**config.mk**
```make
export PLATFORM = sky130hd
export DESIGN_NAME = xnor_gate_unit
export DESIGN_NICKNAME = d
export VERILOG_FILES = /design/src/rtl/xnor_gate_pkg.sv /design/src/rtl/xnor_cell.sv /design/src/rtl/xnor_gate_unit.sv
export SDC_FILE = /design/constraint.sdc
export NUM_CORES = 1
export LEC_CHECK = 0
export CAP_MARGIN = 20
export CORE_MARGIN = 2
export CORE_UTILIZATION = 64
export CTS_CLUSTER_DIAMETER = 200
export CTS_CLUSTER_SIZE = 25
export DETAILED_ROUTE_END_ITERATION = 6
export DONT_BUFFER_PORTS = 1
export GPL_TIMING_DRIVEN = 0
export HOLD_SLACK_MARGIN = 0.03
export MAX_ROUTING_LAYER = met4
export PLACE_DENSITY = 0.8
export SLEW_MARGIN = 40
export SYNTH_ARGS = -nofsm -noshare
export SYNTH_HDL_FRONTEND = slang
export SYNTH_SLANG_ARGS = --single-unit
```
**constraint.sdc**
```tcl
create_clock -name clk -period 1.9 [get_ports clk]
set_clock_uncertainty 0.2 [all_clocks]
set_input_delay 0.095 -clock clk [delete_from_list [all_inputs] [get_ports clk]]
set_output_delay 0.095 -clock clk [all_outputs]
set_load 0.03 [all_outputs]
```
**src/rtl/xnor_gate_pkg.sv**
```systemverilog
// Shared constants and helpers for the xnor_gate_unit block.
package xnor_gate_pkg;

   // Default operand width in bits.
   localparam int DEFAULT_WIDTH = 8;

   // Width needed to hold a count in the range 0..width.
   function automatic int cnt_w(input int width);
      return $clog2(width + 1);
   endfunction

endpackage : xnor_gate_pkg

```
**src/rtl/xnor_cell.sv**
```systemverilog
// One-bit XNOR cell built only from gate primitives:
// c = (a AND b) OR (NOT a AND NOT b).
module xnor_cell (
   input  logic a,
   input  logic b,
   output wire  c
);

   wire a_n;
   wire b_n;
   wire both_hi;
   wire both_lo;

   not u_not_a (a_n, a);
   not u_not_b (b_n, b);
   and u_and_hi (both_hi, a, b);
   and u_and_lo (both_lo, a_n, b_n);
   or  u_or_c   (c, both_hi, both_lo);

endmodule : xnor_cell

```
**src/rtl/xnor_gate_unit.sv**
```systemverilog
// Registered bitwise XNOR (bit-equality) unit. The same result is computed
// three ways (dataflow, behavioural, structural) so the copies can be
// cross-checked. It also reports how many bit positions of a and b are equal.
//
// Build option: define XNOR_CROSSCHECK_EN to build the comparator that drives
// the sticky mismatch flag. Without it, mismatch is tied to 0. The port list is
// identical in both builds.
module xnor_gate_unit
   import xnor_gate_pkg::*;
#(
   parameter  int WIDTH = DEFAULT_WIDTH,
   localparam int CNT_W = cnt_w(WIDTH)
) (
   input  logic             clk,
   input  logic             rst_n,
   input  logic             in_valid,
   input  logic [WIDTH-1:0] a,
   input  logic [WIDTH-1:0] b,
   output logic [WIDTH-1:0] c_df,
   output logic [WIDTH-1:0] c_bh,
   output logic [WIDTH-1:0] c_st,
   output logic [CNT_W-1:0] match_cnt,
   output logic             all_eq,
   output logic             out_valid,
   output logic             mismatch
);

   logic [WIDTH-1:0] c_df_comb;
   logic [WIDTH-1:0] c_bh_comb;
   wire  [WIDTH-1:0] c_st_comb;
   logic [CNT_W-1:0] cnt_comb;

   // Dataflow copy: a single continuous assignment.
   assign c_df_comb = ~(a ^ b);

   // Behavioural copy: per-bit truth table lookup.
   always_comb begin
      // NOTE: every always_comb output gets a default first so no path can infer a latch.
      c_bh_comb = '0;
      for (int i = 0; i < WIDTH; i++) begin
         case ({a[i], b[i]})
            2'b00:   c_bh_comb[i] = 1'b1;
            2'b11:   c_bh_comb[i] = 1'b1;
            default: c_bh_comb[i] = 1'b0;
         endcase
      end
   end

   // Structural copy: one gate-level cell per bit.
   for (genvar g = 0; g < WIDTH; g++) begin : g_cell
      xnor_cell u_cell (
         .a (a[g]),
         .b (b[g]),
         .c (c_st_comb[g])
      );
   end

   // Popcount of the dataflow result: number of equal bit positions.
   always_comb begin
      cnt_comb = '0;
      for (int i = 0; i < WIDTH; i++) begin
         cnt_comb = cnt_comb + CNT_W'(c_df_comb[i]);
      end
   end

`ifdef XNOR_CROSSCHECK_EN
   logic copies_differ;

   // Comparator: any disagreement between the three combinational copies.
   assign copies_differ = (c_df_comb != c_bh_comb) || (c_df_comb != c_st_comb);
`else
   assign mismatch = 1'b0;
`endif

   // Result registers: capture on in_valid, hold otherwise; reset clears everything.
   always_ff @(posedge clk or negedge rst_n) begin
      if (!rst_n) begin
         // NOTE: state is updated with non-blocking assignments so every register samples pre-edge values.
         c_df      <= '0;
         c_bh      <= '0;
         c_st      <= '0;
         match_cnt <= '0;
         all_eq    <= 1'b0;
         out_valid <= 1'b0;
`ifdef XNOR_CROSSCHECK_EN
         mismatch  <= 1'b0;
`endif
      end else begin
         out_valid <= in_valid;
         if (in_valid) begin
            c_df      <= c_df_comb;
            c_bh      <= c_bh_comb;
            c_st      <= c_st_comb;
            match_cnt <= cnt_comb;
            all_eq    <= (cnt_comb == CNT_W'(WIDTH));
`ifdef XNOR_CROSSCHECK_EN
            if (copies_differ) begin
               mismatch <= 1'b1;
            end
`endif
         end
      end
   end

endmodule : xnor_gate_unit

```
==> results of run 1 <==
-- cell families (layout without fill, tap and decap cells) --
| kind of cell | after synthesis | after routing | share of synthesized area (%) |
|---|---|---|---|
| AO/OA/AOI/OAI | 10 | 10 | 6.76 |
| XOR/XNOR | 9 | 9 | 8.69 |
| adder cells (fa/ha/maj) | 7 | 7 | 13.0 |
| buffers and inverters | 23 | 47 | 17.0 |
| flip-flops | 15 | 15 | 41.4 |
| multiplexers | 5 | 5 | 6.21 |
| other | 1 | 1 | 0.413 |
| AND/OR/NAND/NOR | 9 | 9 | 6.62 |
-- cells in the mapped netlist --
| library cell | count | area [µm²] |
|---|---|---|
| fa_1 | 4 | 80.1 |
| a31o_2 | 1 | 8.76 |
| a32o_1 | 1 | 10.0 |
| ha_1 | 3 | 37.5 |
| nor2b_1 | 1 | 6.26 |
| buf_6 | 1 | 11.3 |
| nor2_1 | 1 | 3.75 |
| buf_4 | 16 | 120 |
| o21ai_0 | 4 | 20.0 |
| inv_2 | 1 | 3.75 |
| and4bb_2 | 1 | 12.5 |
| xor2_1 | 6 | 52.6 |
| o21ai_1 | 2 | 10.0 |
| mux2_2 | 5 | 56.3 |
| conb_1 | 1 | 3.75 |
| dfrtp_1 | 15 | 375 |
| nand2b_1 | 6 | 37.5 |
| a21o_1 | 1 | 7.51 |
| xnor2_1 | 3 | 26.3 |
| a21oi_1 | 1 | 5.00 |
| inv_1 | 5 | 18.8 |
-- worst max-delay path, cell delays in order --
cell and delay, ps:
xor2_4 170, fa_1 550, fa_1 440, fa_1 520, inv_2 50, ha_4 150
fa_1 510, and4bb_2 230, a32o_1 250
-- stage by stage --
step	utilization (%)	worst slack, ps
after CTS	91.3	-1060
after global placement	72.7	-1350
after floorplan	-	-1260
after detailed placement	72.7	-1400
after global routing	91.8	-1190
final	91.8	-1100
-- report_power, final --
| part | internal, W | total [W] | switching [W] |
|---|---|---|---|
| logic | 0.000352 | 0.000651 | 0.000299 |
| clock network | 0.0000813 | 0.000181 | 0.0000993 |
| registers | 0.000383 | 0.000570 | 0.000187 |
| total | 0.000817 | 0.00140 | 0.000585 |
-- metal layers --
| layer | track usage [%] | up-vias | routed length, µm |
|---|---|---|---|
| li1 | - | 290 | - |
| met1 | 32.4 | 298 | 754 |
| met2 | 40.6 | 29 | 1010 |
| met3 | 6.09 | 2 | 124 |
| met4 | 5.16 | 0 | 5 |
| met5 | - | - | 0 |
-- how the worst min path moves through the flow --
| stage | slack [ps] | from | depth (start not counted) | endpoint |
|---|---|---|---|---|
| after detailed placement | -400 | rst_n | 0 | c_bh[0]$_DFFE_PN0P_ |
| after floorplan | -400 | rst_n | 0 | all_eq$_DFFE_PN0P_ |
| final | 20 | in_valid | 2 | all_eq$_DFFE_PN0P_ |
| after global routing | 40 | in_valid | 2 | all_eq$_DFFE_PN0P_ |
| after global placement | -400 | rst_n | 0 | c_bh[0]$_DFFE_PN0P_ |
| after CTS | -370 | in_valid | 0 | out_valid$_DFF_PN0_ |
-- cell type report --
cell class,count,area (µm²)
Inverter,6,22.5
Timing Repair Buffer,20,193
Tap cell,15,18.8
Clock buffer,4,26.3
Buffer,17,131
Multi-Input combinational cell,41,443
Sequential cell,15,375
Fill cell,49,108
-- state kept, by name (all words and copies together), names as in the netlist --
| name | flops |
|---|---|
| all_eq | 1 |
| c_bh | 1 |
| c_df | 2 |
| c_st | 6 |
| match_cnt | 4 |
| out_valid | 1 |
-- timing repair --
action / 4_1_cts / 5_1_grt
hold buffers: 17 / 1
pin swaps: 2 / 3
hold endpoints to repair: 30 / 11
setup endpoints to repair: 5 / 6
resized for setup: 6 / 0
setup buffers: 2 / 1
==> key figures, run 1 <==
Outcome
  – Failing checks: negative setup slack
  – Status: finished, violations left

Setup path
  – Setup crit start kind: primary input
  – CP required: 1870 ps
  – Critical path arrival: 2970 ps
  – Critical Path End Type: flip-flop
  – R2R Path Start: match_cnt[3]$_DFFE_PN0P_
  – Critical path origin: b[1]
  – Crit-path max FO: 2
  – Cells on worst reg2reg path: 3
  – CP Class: in2reg
  – CP Capture Point: all_eq$_DFFE_PN0P_
  – R2R Setup Slk: 160 ps
  – RR Endpoint: match_cnt[3]$_DFFE_PN0P_

Global route
  – Initial antenna violation count: 0
  – Global-route wire length before repair: 3130 µm
  – Global-route usage over all layers: 25.1%
  – Vias in the first global route: 642
  – Largest net degree at the start of global routing: 16
  – Total grt overflow: 0

Timing
  – Clock period minus worst slack: 3000 ps
  – Hold WS: 22.7 ps
  – Fmax: 333 MHz
  – Final critical-path share of the clock period: 158%
  – RSZ-0062 raised after global routing: yes
  – Final Max Slew Viols: 0
  – Endpoints failing hold: 0
  – Setup TNS Final: -4010 ps
  – Worst Tran Pin Value: 662 ps
  – Max-slew headroom at the worst pin: 55.7%
  – Setup ws final: -1100 ps
  – # setup viols final: 5

Synthesis
  – Syn_area_per_cell: 11.5 µm²
  – Sequential element share of the synthesized area: 41.4%
  – Cells after synthesis: 79
  – Synth unique cells: 21
  – Flops & latches, synth: 15
  – Mapped Area: 907 µm²
  – Number of synthesis warnings: 0
  – Syn nets: 105

Layout
  – ANT cells: 0
  – Commonest non-fill, non-tap cells in the layout: buf_4 (19), dlygate4sd3_1 (17), dfrtp_1 (15)
  – # nets final: 130
  – Finished Layout Cells: 118
  – Area delta synth->final: 33.4%
  – Commonest non-fill, non-tap cell in the layout: buf_4
  – Final Cell Area: 1210 µm²
  – Fraction of layout cells with a size suffix above 1: 35.9%

Run
  – Max_cap viols: 0

Place
  – Port Buffers: 0
  – Dpl cell area: 958 µm²
  – Placer Congestion: 0.778
  – Placed Instances: 94
  – HPWL after DPL: 1120 µm

Floorplanning
  – Chip Height: 41.7 µm
  – Core footprint: 1320 µm²
  – Die area: 1730 µm²
  – Chip width: 41.7 µm
  – IO Count: 50
  – Row Count: 13
  – Initial Util: 68.9%

Drt
  – Post-route ant nets: 0
  – Via/cell ratio: 5.25
  – Final WL: 1890 µm
  – DRC: 0
  – Drt wl/cell: 16.1 µm
  – First-pass DRT Iterations: 4
  – Vias: 619
  – Detailed Route Iter0 Violations: 8

Clock tree
  – CTS tree: built
  – Worst skew pair latency: 280 ps
  – CTS Buf Count: 3
  – Clock Path Buffers: 2
  – H-Tree Depth: 1
  – CTS sink cnt: 15
  – CTS root buf: clkbuf_4
  – Worst-path clk slew: 80 ps

Hold path
  – Hold Path Class: in2reg

Power
  – Final Total Pwr: 0.00140 W
  – Peak VDD IR: 1010 µV
  – LEAKAGE: 0.563 nW
  – Power Dens Cells: 1160 nW/µm²
Note: power is estimated with default switching activity, not from simulation.
==> inputs of run 2 (changes only) <==
CELL_PAD_IN_SITES_DETAIL_PLACEMENT = 2   (was not set)
CELL_PAD_IN_SITES_GLOBAL_PLACEMENT = 2   (was not set)
CORE_UTILIZATION = 37   (was 64)
PLACE_DENSITY = not set   (was 0.8)
PLACE_DENSITY_LB_ADDON = 0.1   (was not set)
==> run 2 against run 1 <==
  * Sequential share of layout area decreased by 1.5 points
  * Largest power group unchanged
  * First-iteration DRC count decreased by 50%
  * Critical endpoint unchanged
  * Critical path type unchanged
  * Highest routed layer unchanged
  * Worst setup slack got worse by 25 ps
  * Sequential power about the same
  * Combinational power increased by 18%
  * The flow finishes with violations (negative hold slack, negative setup slack)
==> key figures, run 2 (synthesis gave the netlist of run 1 again) <==
Timing
  – Endpoints failing hold: 1 (was 0)
  – Final Max Slew Viols: 0 (unchanged)
  – Max-slew headroom at the worst pin: 51.0% (was 55.7%)
  – Hold WS: -391 ps (was 22.7 ps)
  – Final critical-path share of the clock period: 159% (was 158%)
  – Worst Tran Pin Value: 732 ps (was 662 ps)
  – # setup viols final: 5 (unchanged)
  – Clock period minus worst slack: 3030 ps (was 3000 ps)
  – Setup ws final: -1130 ps (was -1100 ps)
  – Fmax: 331 MHz (was 333 MHz)
  – RSZ-0062 raised after global routing: yes (unchanged)

Clock tree
  – CTS tree: built (unchanged)
  – H-Tree Depth: 1 (unchanged)
  – CTS root buf: clkbuf_4 (unchanged)
  – CTS Buf Count: 3 (unchanged)
  – CTS sink cnt: 15 (unchanged)
  – Worst-path clk slew: 100 ps (was 80 ps)
  – Hold_buf cts: 17 (unchanged)
  – Clock Path Buffers: 2 (unchanged)
  – Worst skew pair latency: 300 ps (was 280 ps)

Floorplanning
  – Row Count: 17 (was 13)
  – Chip width: 53.5 µm (was 41.7 µm)
  – Initial Util: 40.2% (was 68.9%)
  – Chip Height: 53.5 µm (was 41.7 µm)
  – Die area: 2860 µm² (was 1730 µm²)
  – Core footprint: 2250 µm² (was 1320 µm²)
  – IO Count: 50 (unchanged)

Global route
  – Initial antenna violation count: 0 (unchanged)
  – Global-route usage over all layers: 21.6% (was 25.1%)
  – Total grt overflow: 0 (unchanged)
  – Global-route wire length before repair: 3970 µm (was 3130 µm)
  – Largest net degree at the start of global routing: 16 (unchanged)
  – Vias in the first global route: 738 (was 642)

Place
  – Setup slack after placement: -1390 ps (was -1400 ps)
  – Placer Congestion: 0.699 (was 0.778)
  – Port Buffers: 0 (unchanged)
  – HPWL after DPL: 1340 µm (was 1120 µm)
  – Dpl cell area: 975 µm² (was 958 µm²)

Drt
  – DRC: 0 (unchanged)
  – First-pass DRT Iterations: 2 (was 4)
  – Final WL: 2730 µm (was 1890 µm)
  – Detailed Route Iter0 Violations: 4 (was 8)
  – Post-route ant nets: 0 (unchanged)
  – Vias: 667 (was 619)
  – Via/cell ratio: 4.94 (was 5.25)
  – Drt wl/cell: 20.2 µm (was 16.1 µm)

Setup path
  – Setup crit start kind: primary input (unchanged)
  – Crit-path max FO: 2 (unchanged)
  – Delay of the slowest critical-path stage: 560 ps (was 550 ps)
  – CP required: 1890 ps (was 1870 ps)
  – Crit-path cells: xor2_4, fa_1, fa_1, fa_1, inv_2, ha_4, fa_1, and4bb_2, a32o_1 (unchanged)
  – Most common cell on crit path: fa_1 (unchanged)
  – CP Class: in2reg (unchanged)
  – Crit path max-delay cell type: fa_1 (unchanged)
  – Critical Path End Type: flip-flop (unchanged)
  – Critical path arrival: 3010 ps (was 2970 ps)

Layout
  – Final Cell Area: 1270 µm² (was 1210 µm²)
  – Area delta synth->final: 40.1% (was 33.4%)
  – Top reg by flops: c_st (unchanged)
  – Commonest non-fill, non-tap cells in the layout: buf_4 (19), dlygate4sd3_1 (17), dfrtp_1 (15) (unchanged)
  – Largest regs: c_st (6), match_cnt (4), c_df (2) (unchanged)
  – Fraction of layout cells with a size suffix above 1: 38.3% (was 35.9%)
  – Commonest non-fill, non-tap cell in the layout: buf_4 (unchanged)
  – Max reg flops: 6 (unchanged)
  – Fill cell count: 224 (was 49)
  – # nets final: 134 (was 130)
  – ANT cells: 0 (unchanged)

Run
  – Max_cap viols: 0 (unchanged)

Outcome
  – Failing checks: negative hold slack, negative setup slack (was negative setup slack)
  – Status: finished, violations left (unchanged)

Hold path
  – Hold Path Class: in2reg (unchanged)

Power
  – LEAKAGE: 0.588 nW (was 0.563 nW)
  – Power Dens Cells: 1210 nW/µm² (was 1160 nW/µm²)
  – Peak VDD IR: 1090 µV (was 1010 µV)
-- run 2: cell types whose count changed in the layout (fill, tap and decap cells not counted) --
cell and change:
buf_6 +4
-- run 2: metrics by stage --
stage	cells	utilization, %	total power (W)	TNS (ps)
after floorplan	79	-	0.000975	-4590
after global placement	107	43.2	0.00105	-5150
after detailed placement	107	43.2	0.00106	-5220
after CTS	133	55.5	0.00146	-3960
after global routing	135	56.4	0.00162	-4700
final	135	56.4	0.00154	-4430
-- run 2: path summary, 6_finish.rpt --
kind / slack [ps] / from / to / cells after the start
worst min-delay path: -390 / in_valid / out_valid$_DFF_PN0_ / 0
worst max-delay path: -1130 / b[1] / all_eq$_DFFE_PN0P_ / 9
min in group asynchronous: 80 / rst_n / c_bh[0]$_DFFE_PN0P_ / 1
worst max register to register: 120 / match_cnt[3]$_DFFE_PN0P_ / match_cnt[3]$_DFFE_PN0P_ / 3
max in group asynchronous: 940 / rst_n / match_cnt[0]$_DFFE_PN0P_ / 1
worst min register to register: 510 / match_cnt[2]$_DFFE_PN0P_ / match_cnt[2]$_DFFE_PN0P_ / 2
-- run 2: where the power goes --
group | internal [W] | total [W] | switching, W
Combinational | 0.000417 | 0.000768 | 0.000351
Clock | 0.0000820 | 0.000197 | 0.000115
Sequential | 0.000383 | 0.000573 | 0.000190
Total | 0.000882 | 0.00154 | 0.000656
-- run 2: layer usage --
| layer | track usage [%] | vias to the layer above | wire (µm) |
|---|---|---|---|
| met4 | 8.97 | 0 | 56 |
| met1 | 23.4 | 340 | 1060 |
| met2 | 37.9 | 30 | 1470 |
| met3 | 4.80 | 4 | 143 |
| li1 | - | 293 | - |
| met5 | - | - | 0 |
-- run 2: layout make-up --
cell class / count / area (µm²) / share of cell area, %
Timing Repair Buffer: 24 / 238 / 18.7
Buffer: 17 / 131 / 10.3
Sequential cell: 15 / 375 / 29.5
Inverter: 6 / 22.5 / 1.77
Clock buffer: 4 / 26.3 / 2.07
Tap cell: 28 / 35.0 / 2.76
Multi-Input combinational cell: 41 / 443 / 34.8
-- run 2: worst max-delay path: cells and delay by family --
family,cells,cell delay (ps)
compound gates,1,250
xor+xnor,1,170
simple gates,1,240
fa+ha+maj,5,2210
buf+inv,1,50
-- run 2: timing repair --
item	in CTS	in global routing
setup buffers	5	3
pin swaps	2	3
endpoints found under the setup margin	5	5
endpoints found under the hold margin	30	2
resized for setup	9	1
